### src/rtl/fetch_buff_ctrl.sv
// fetch_buff_ctrl: queues instruction-fetch requests in a 4-entry FIFO and
//    serialises them onto a single-outstanding instruction-memory read port.
// Latency: request in N -> buff_ack in N+1 -> mem_rd_en in N+2 (unloaded);
//    mem_ack in M -> buff2wave_valid in M+1.
// Backpressure: buff_ack withheld while the FIFO holds 4 entries; mem_rd_en held until mem_ack.
//
// Ports:
//    clk, rst                   single clock, synchronous active-high reset
//    buff_rd_en/addr/tag        fetch request, held by fetch until buff_ack pulses
//    buff_ack                   one-cycle capture acknowledge
//    buff_addr_err              misaligned request flag (only with FETCH_BUFF_ALIGN_CHECK_EN)
//    mem_rd_en/addr, mem_ack    instruction-memory read handshake, mem_rd_data valid with mem_ack
//    buff2wave_valid/instr/tag  one-cycle response pulse; instr/tag hold until the next response
//
// Optional feature: define FETCH_BUFF_ALIGN_CHECK_EN to ack-and-drop requests
// whose address is not 4-byte aligned and flag them on buff_addr_err. Without it,
// the low two address bits are stored but forced to zero on mem_addr.

module fetch_buff_ctrl (
   input  logic        clk,
   input  logic        rst,
   input  logic        buff_rd_en,
   input  logic [31:0] buff_addr,
   input  logic [38:0] buff_tag,
   output logic        buff_ack,
`ifdef FETCH_BUFF_ALIGN_CHECK_EN
   output logic        buff_addr_err,
`endif
   output logic        mem_rd_en,
   output logic [31:0] mem_addr,
   input  logic        mem_ack,
   input  logic [63:0] mem_rd_data,
   output logic        buff2wave_valid,
   output logic [63:0] buff2wave_instr,
   output logic [38:0] buff2wave_tag
);

   typedef enum logic {
      IDLE     = 1'b0,
      WAIT_MEM = 1'b1
   } state_t;

   state_t      state, next_state;

   logic [31:0] fifo_addr [4];
   logic [38:0] fifo_tag  [4];
   logic [1:0]  wr_ptr;
   logic [1:0]  rd_ptr;
   logic [2:0]  count;

   logic        capture;
   logic        push;
   logic        pop;
   logic        rsp;
   logic [38:0] cur_tag;

   // Capture looks only at the current count: a pop in the same cycle does
   // not open a slot for a request arriving while the FIFO is full. The
   // buff_ack term blocks a second capture of the request fetch is still
   // holding during its ack cycle.
   assign capture = buff_rd_en && !buff_ack && (count != 3'd4);

`ifdef FETCH_BUFF_ALIGN_CHECK_EN
   logic misaligned;
   assign misaligned = (buff_addr[1:0] != 2'b00);
   // Misaligned requests are acknowledged but never enter the FIFO.
   assign push = capture && !misaligned;
`else
   assign push = capture;
`endif

   // Memory FSM: state register
   always_ff @(posedge clk) begin
      if (rst) begin
         state <= IDLE;
      end else begin
         state <= next_state;
      end
   end

   // Memory FSM: next state and pop/response strobes
   always_comb begin
      next_state = state;
      pop        = 1'b0;
      rsp        = 1'b0;
      case (state)
         IDLE: begin
            // mem_ack seen here is stale (e.g. after a reset) and is ignored.
            if (count != 3'd0) begin
               pop        = 1'b1;
               next_state = WAIT_MEM;
            end
         end
         WAIT_MEM: begin
            if (mem_ack) begin
               rsp        = 1'b1;
               next_state = IDLE;
            end
         end
         default: begin
            next_state = IDLE;
         end
      endcase
   end

   // FIFO storage; contents are don't-care while a slot is empty, so no reset.
   always_ff @(posedge clk) begin
      if (push) begin
         fifo_addr[wr_ptr] <= buff_addr;
         fifo_tag[wr_ptr]  <= buff_tag;
      end
   end

   // FIFO pointers wrap naturally at 2 bits; count spans 0..4.
   always_ff @(posedge clk) begin
      if (rst) begin
         wr_ptr <= 2'd0;
         rd_ptr <= 2'd0;
         count  <= 3'd0;
      end else begin
         if (push) begin
            wr_ptr <= wr_ptr + 2'd1;
         end
         if (pop) begin
            rd_ptr <= rd_ptr + 2'd1;
         end
         case ({push, pop})
            2'b10:   count <= count + 3'd1;
            2'b01:   count <= count - 3'd1;
            default: count <= count;
         endcase
      end
   end

   // Request acknowledge (and misalignment flag) registered off the capture decision.
   always_ff @(posedge clk) begin
      if (rst) begin
         buff_ack <= 1'b0;
`ifdef FETCH_BUFF_ALIGN_CHECK_EN
         buff_addr_err <= 1'b0;
`endif
      end else begin
         buff_ack <= capture;
`ifdef FETCH_BUFF_ALIGN_CHECK_EN
         buff_addr_err <= capture && misaligned;
`endif
      end
   end

   // Memory read port and wave response. The popped tag is parked in cur_tag
   // for the duration of the read so the FIFO slot can be reused immediately.
   always_ff @(posedge clk) begin
      if (rst) begin
         mem_rd_en       <= 1'b0;
         mem_addr        <= 32'd0;
         cur_tag         <= 39'd0;
         buff2wave_valid <= 1'b0;
         buff2wave_instr <= 64'd0;
         buff2wave_tag   <= 39'd0;
      end else begin
         if (pop) begin
            mem_rd_en <= 1'b1;
            mem_addr  <= fifo_addr[rd_ptr] & 32'hFFFF_FFFC;
            cur_tag   <= fifo_tag[rd_ptr];
         end else if (rsp) begin
            mem_rd_en <= 1'b0;
         end
         buff2wave_valid <= rsp;
         if (rsp) begin
            buff2wave_instr <= mem_rd_data;
            buff2wave_tag   <= cur_tag;
         end
      end
   end

endmodule
### config.mk
export PLATFORM = sky130hd
export DESIGN_NAME = fetch_buff_ctrl
export DESIGN_NICKNAME = d
export VERILOG_FILES = /design/src/rtl/fetch_buff_ctrl.sv
export SDC_FILE = /design/constraint.sdc
export NUM_CORES = 1
export LEC_CHECK = 0
export ABC_AREA = 1
export BUFFER_PORTS_ARGS = -buffer_cell sky130_fd_sc_hd__buf_2
export CORE_UTILIZATION = 57
export CTS_CLUSTER_SIZE = 10
export DETAILED_ROUTE_END_ITERATION = 10
export PLACE_DENSITY = 0.8
export SLEW_MARGIN = 15
export SYNTH_ARGS = -nofsm -noshare
export SYNTH_HDL_FRONTEND = slang
export SYNTH_SLANG_ARGS = --single-unit
### constraint.sdc
create_clock -name clk -period 5 [get_ports clk]
set_input_delay 0.75 -clock clk [delete_from_list [all_inputs] [get_ports clk]]
set_output_delay 0.75 -clock clk [all_outputs]
set_load 0.03 [all_outputs]
==> results.ini <==
[setup_path]
endpoint_kind=register
cp.required_ns=5.49
worst_path_max_delay_cell=dfxtp_4
reg2reg_from=rd_ptr[0]
reg2reg_depth=7
path_cells=inv_4 -> buf_4 -> nand2_1 -> nand3_1 -> nand2_1 -> nor2_1 -> nor2_1
slowest_delay_ns=1.05
timing.rr.end=mem_addr[9]
crit_arrival_ns=3.30
reg2reg_setup_slack_ns=2.19
cp-start-kind=register
crit_end=mem_addr[9]
critical_path_class=reg -> reg
startpoint=rd_ptr[0]
critPathMaxFanout=88

[yosys]
synth-seq-cells=459
synthCells=1997
synth_warnings=0
synth_ff_type=edfxtp_1
syn_avg_cell_area_um2=9.12
synth_most_common_cell=nand2_1
synthTopCellsByCount=728 x nand2_1, 361 x inv_1, 276 x edfxtp_1
ys_seq_area_share_pct=65.6
synthTopCellsByArea=edfxtp_1 46%, dfxtp_1 20%, nand2_1 15%
synth.distinct_cells=24
synth_top_cell_area_share_pct=45.5
synth-edff-count=276
async_flop_share_pct=0
syn-cell-area_mm2=0.0182
synth_top_area_cell=edfxtp_1

[final_layout]
drive_gt1_share_pct=15.8
fillers=2390
final_nets=2392
areaGrowthSynthToFinish_pct=16.8

[worst_hold_path]
holdCritPathClass=in -> reg

[pwr]
p_seq_share_pct=43.1
swShare_pct=33.5
peakVddDrop_mv=0.386
p_sw_mw=3.74
power_mw=11.2
p_int_mw=7.41
powerDensity_mw_per_mm2=524
pwr-share-comb_pct=26.8
leakage_nw=10.4
p_clk_share_pct=30.1

[floorplan]
core_area_mm2=0.0315
num_rows=65
die_h_um=181
die_w_um=181
initial_utilization_pct=57.9
ios=277
die_area_mm2=0.0327

[grt]
grt_overflow_total=0
antenna_found_initial=13
grt_pass1_vias=12700
grt_pass1_wl_mm=62.2
grt_usage_pct=24.1
grt_max_degree=89

[timing]
fin_crit_ns=2.81
grt_setup_unrepaired=no
fmaxAchievable_mhz=356
finalHoldViolCount=0
layout_worst_path_cycle_share_pct=56.2
final-setup-viol-count=0
finClkSkew_ns=0.0231
slew_violations=0
relSlewSlack_pct=29.8
worst_pin_slew_ns=1.05
setup_tns_ns=0

[routing]
drc=0
ant_nets=0
drt_first_pass_iters=5
vias=13000
via_per_inst=4.83
first_iter_violations=692
totalWireLength_mm=39.0
wl_per_cell_um=14.5

[place]
port_buffers=272
place.detailed.hpwl_mm=23.5
gpl.final_weighted_congestion=0.730

[clocking]
clkLatencyLatePin_ns=0.55
postCtsSetupBuffers=0
tritoncts=yes
cts_resized=0
htreeDepth=2
cts_sinks=459
clk_pin_slew_worst_paths_ns=0.06
clk_path_buf_depth=3
root_buffer=clkbuf_16
hold_buffers=0
cts_buffers=52

[status]
status=complete, no violations

[run]
drv_cap=0

[metal layers]
layer	global-route usage [%]	vias up	wire length, um	share of wire, %
met3	5.20	88	2780	7.1
met1	27.0	5916	15000	39
met2	44.5	410	20000	51
li1	-	6577	-	-
met4	9.23	12	1080	2.8
met5	0	-	75	0.19
[cell usage in the layout (no fill, tap or decap), types with 5 or more instances in the layout]
cell type	n
a21oi_1	5
buf_2	272
buf_4	15
clkbuf_1	33
clkbuf_16	54
dfxtp_1	181
diode_2	7
edfxtp_1	276
ha_1	5
inv_1	360
nand2_1	728
nand3_1	142
nor2_1	146
o21ai_0	42
[area by class of cell]
| cell class | instances | area, um^2 | area share (%) |
|---|---|---|---|
| clock inverters | 3 | 28.8 | 0.135 |
| diodes | 7 | 17.5 | 0.0824 |
| flip-flops and latches | 459 | 12000 | 56.2 |
| multi-input cells | 1080 | 4400 | 20.7 |
| inverters | 366 | 1380 | 6.48 |
| repair buffers | 288 | 1490 | 7.02 |
| well taps | 402 | 503 | 2.36 |
| clock buffers | 88 | 1490 | 7.00 |
[power by group through the flow]
| stage | Clock (mW) | Combinational, mW | Sequential (mW) |
|---|---|---|---|
| final | 3.36 | 2.99 | 4.80 |
| after global routing | 3.60 | 3.39 | 4.85 |
| after CTS | 3.43 | 3.02 | 4.80 |
| after detailed placement | 0 | 3.00 | 4.87 |
| after global placement | 0 | 2.91 | 4.85 |
| after floorplan | 0 | 2.01 | 5.14 |
[sequential cells by signal (all words and copies together), names as in the netlist, 2 cells and up]
register	flops
cur_tag	39
count	3
buff2wave_instr	64
mem_addr	30
wr_ptr	2
rd_ptr	2
fifo_tag	156
buff2wave_tag	39
fifo_addr	120
[worst min path at each step]
stage	from	to	cells past startpoint
floorplan	cur_tag[28]	buff2wave_tag[28]	2
global placement	buff2wave_instr[33]	buff2wave_instr[33]	2
detailed placement	buff2wave_instr[23]	buff2wave_instr[23]	2
CTS	mem_rd_data[48]	buff2wave_instr[48]	3
global route	mem_rd_data[58]	buff2wave_instr[58]	3
finish	mem_rd_data[48]	buff2wave_instr[48]	3
[per-stage QoR]
step           instance area, um^2  instances  hold slack [ns]  setup WS, ns  utilization, %
6_report                     21300       2693            0.391          2.19            67.6
5_1_grt                      21300       2692            0.378          1.98            67.6
4_1_cts                      21300       2686            0.365          2.20            67.5
3_5_place_dp                 19700       2595            0.433          1.83            62.7
3_3_place_gp                 19700       2595            0.431          1.88            62.7
2_1_floorplan                18200       1998            0.448         0.508               -
[cell families (layout without fill, tap and decap cells)]
family	after synthesis	after routing	share of synthesized area, %
and+or+nand+nor	1024	1024	22.2
DFF	459	459	65.6
buffers and inverters	459	745	10.4
AOI/OAI and AO/OA	48	48	1.32
adders and majority gates	6	6	0.453
other	1	9	0.0206
[worst max-delay path, delay by kind of cell, from the launching register on]
family	cells	cell delay (ns)
buffers and inverters	2	1.07
flip-flops	1	1.05
AND/OR/NAND/NOR	5	0.58
(Power assumes the default switching activity.)
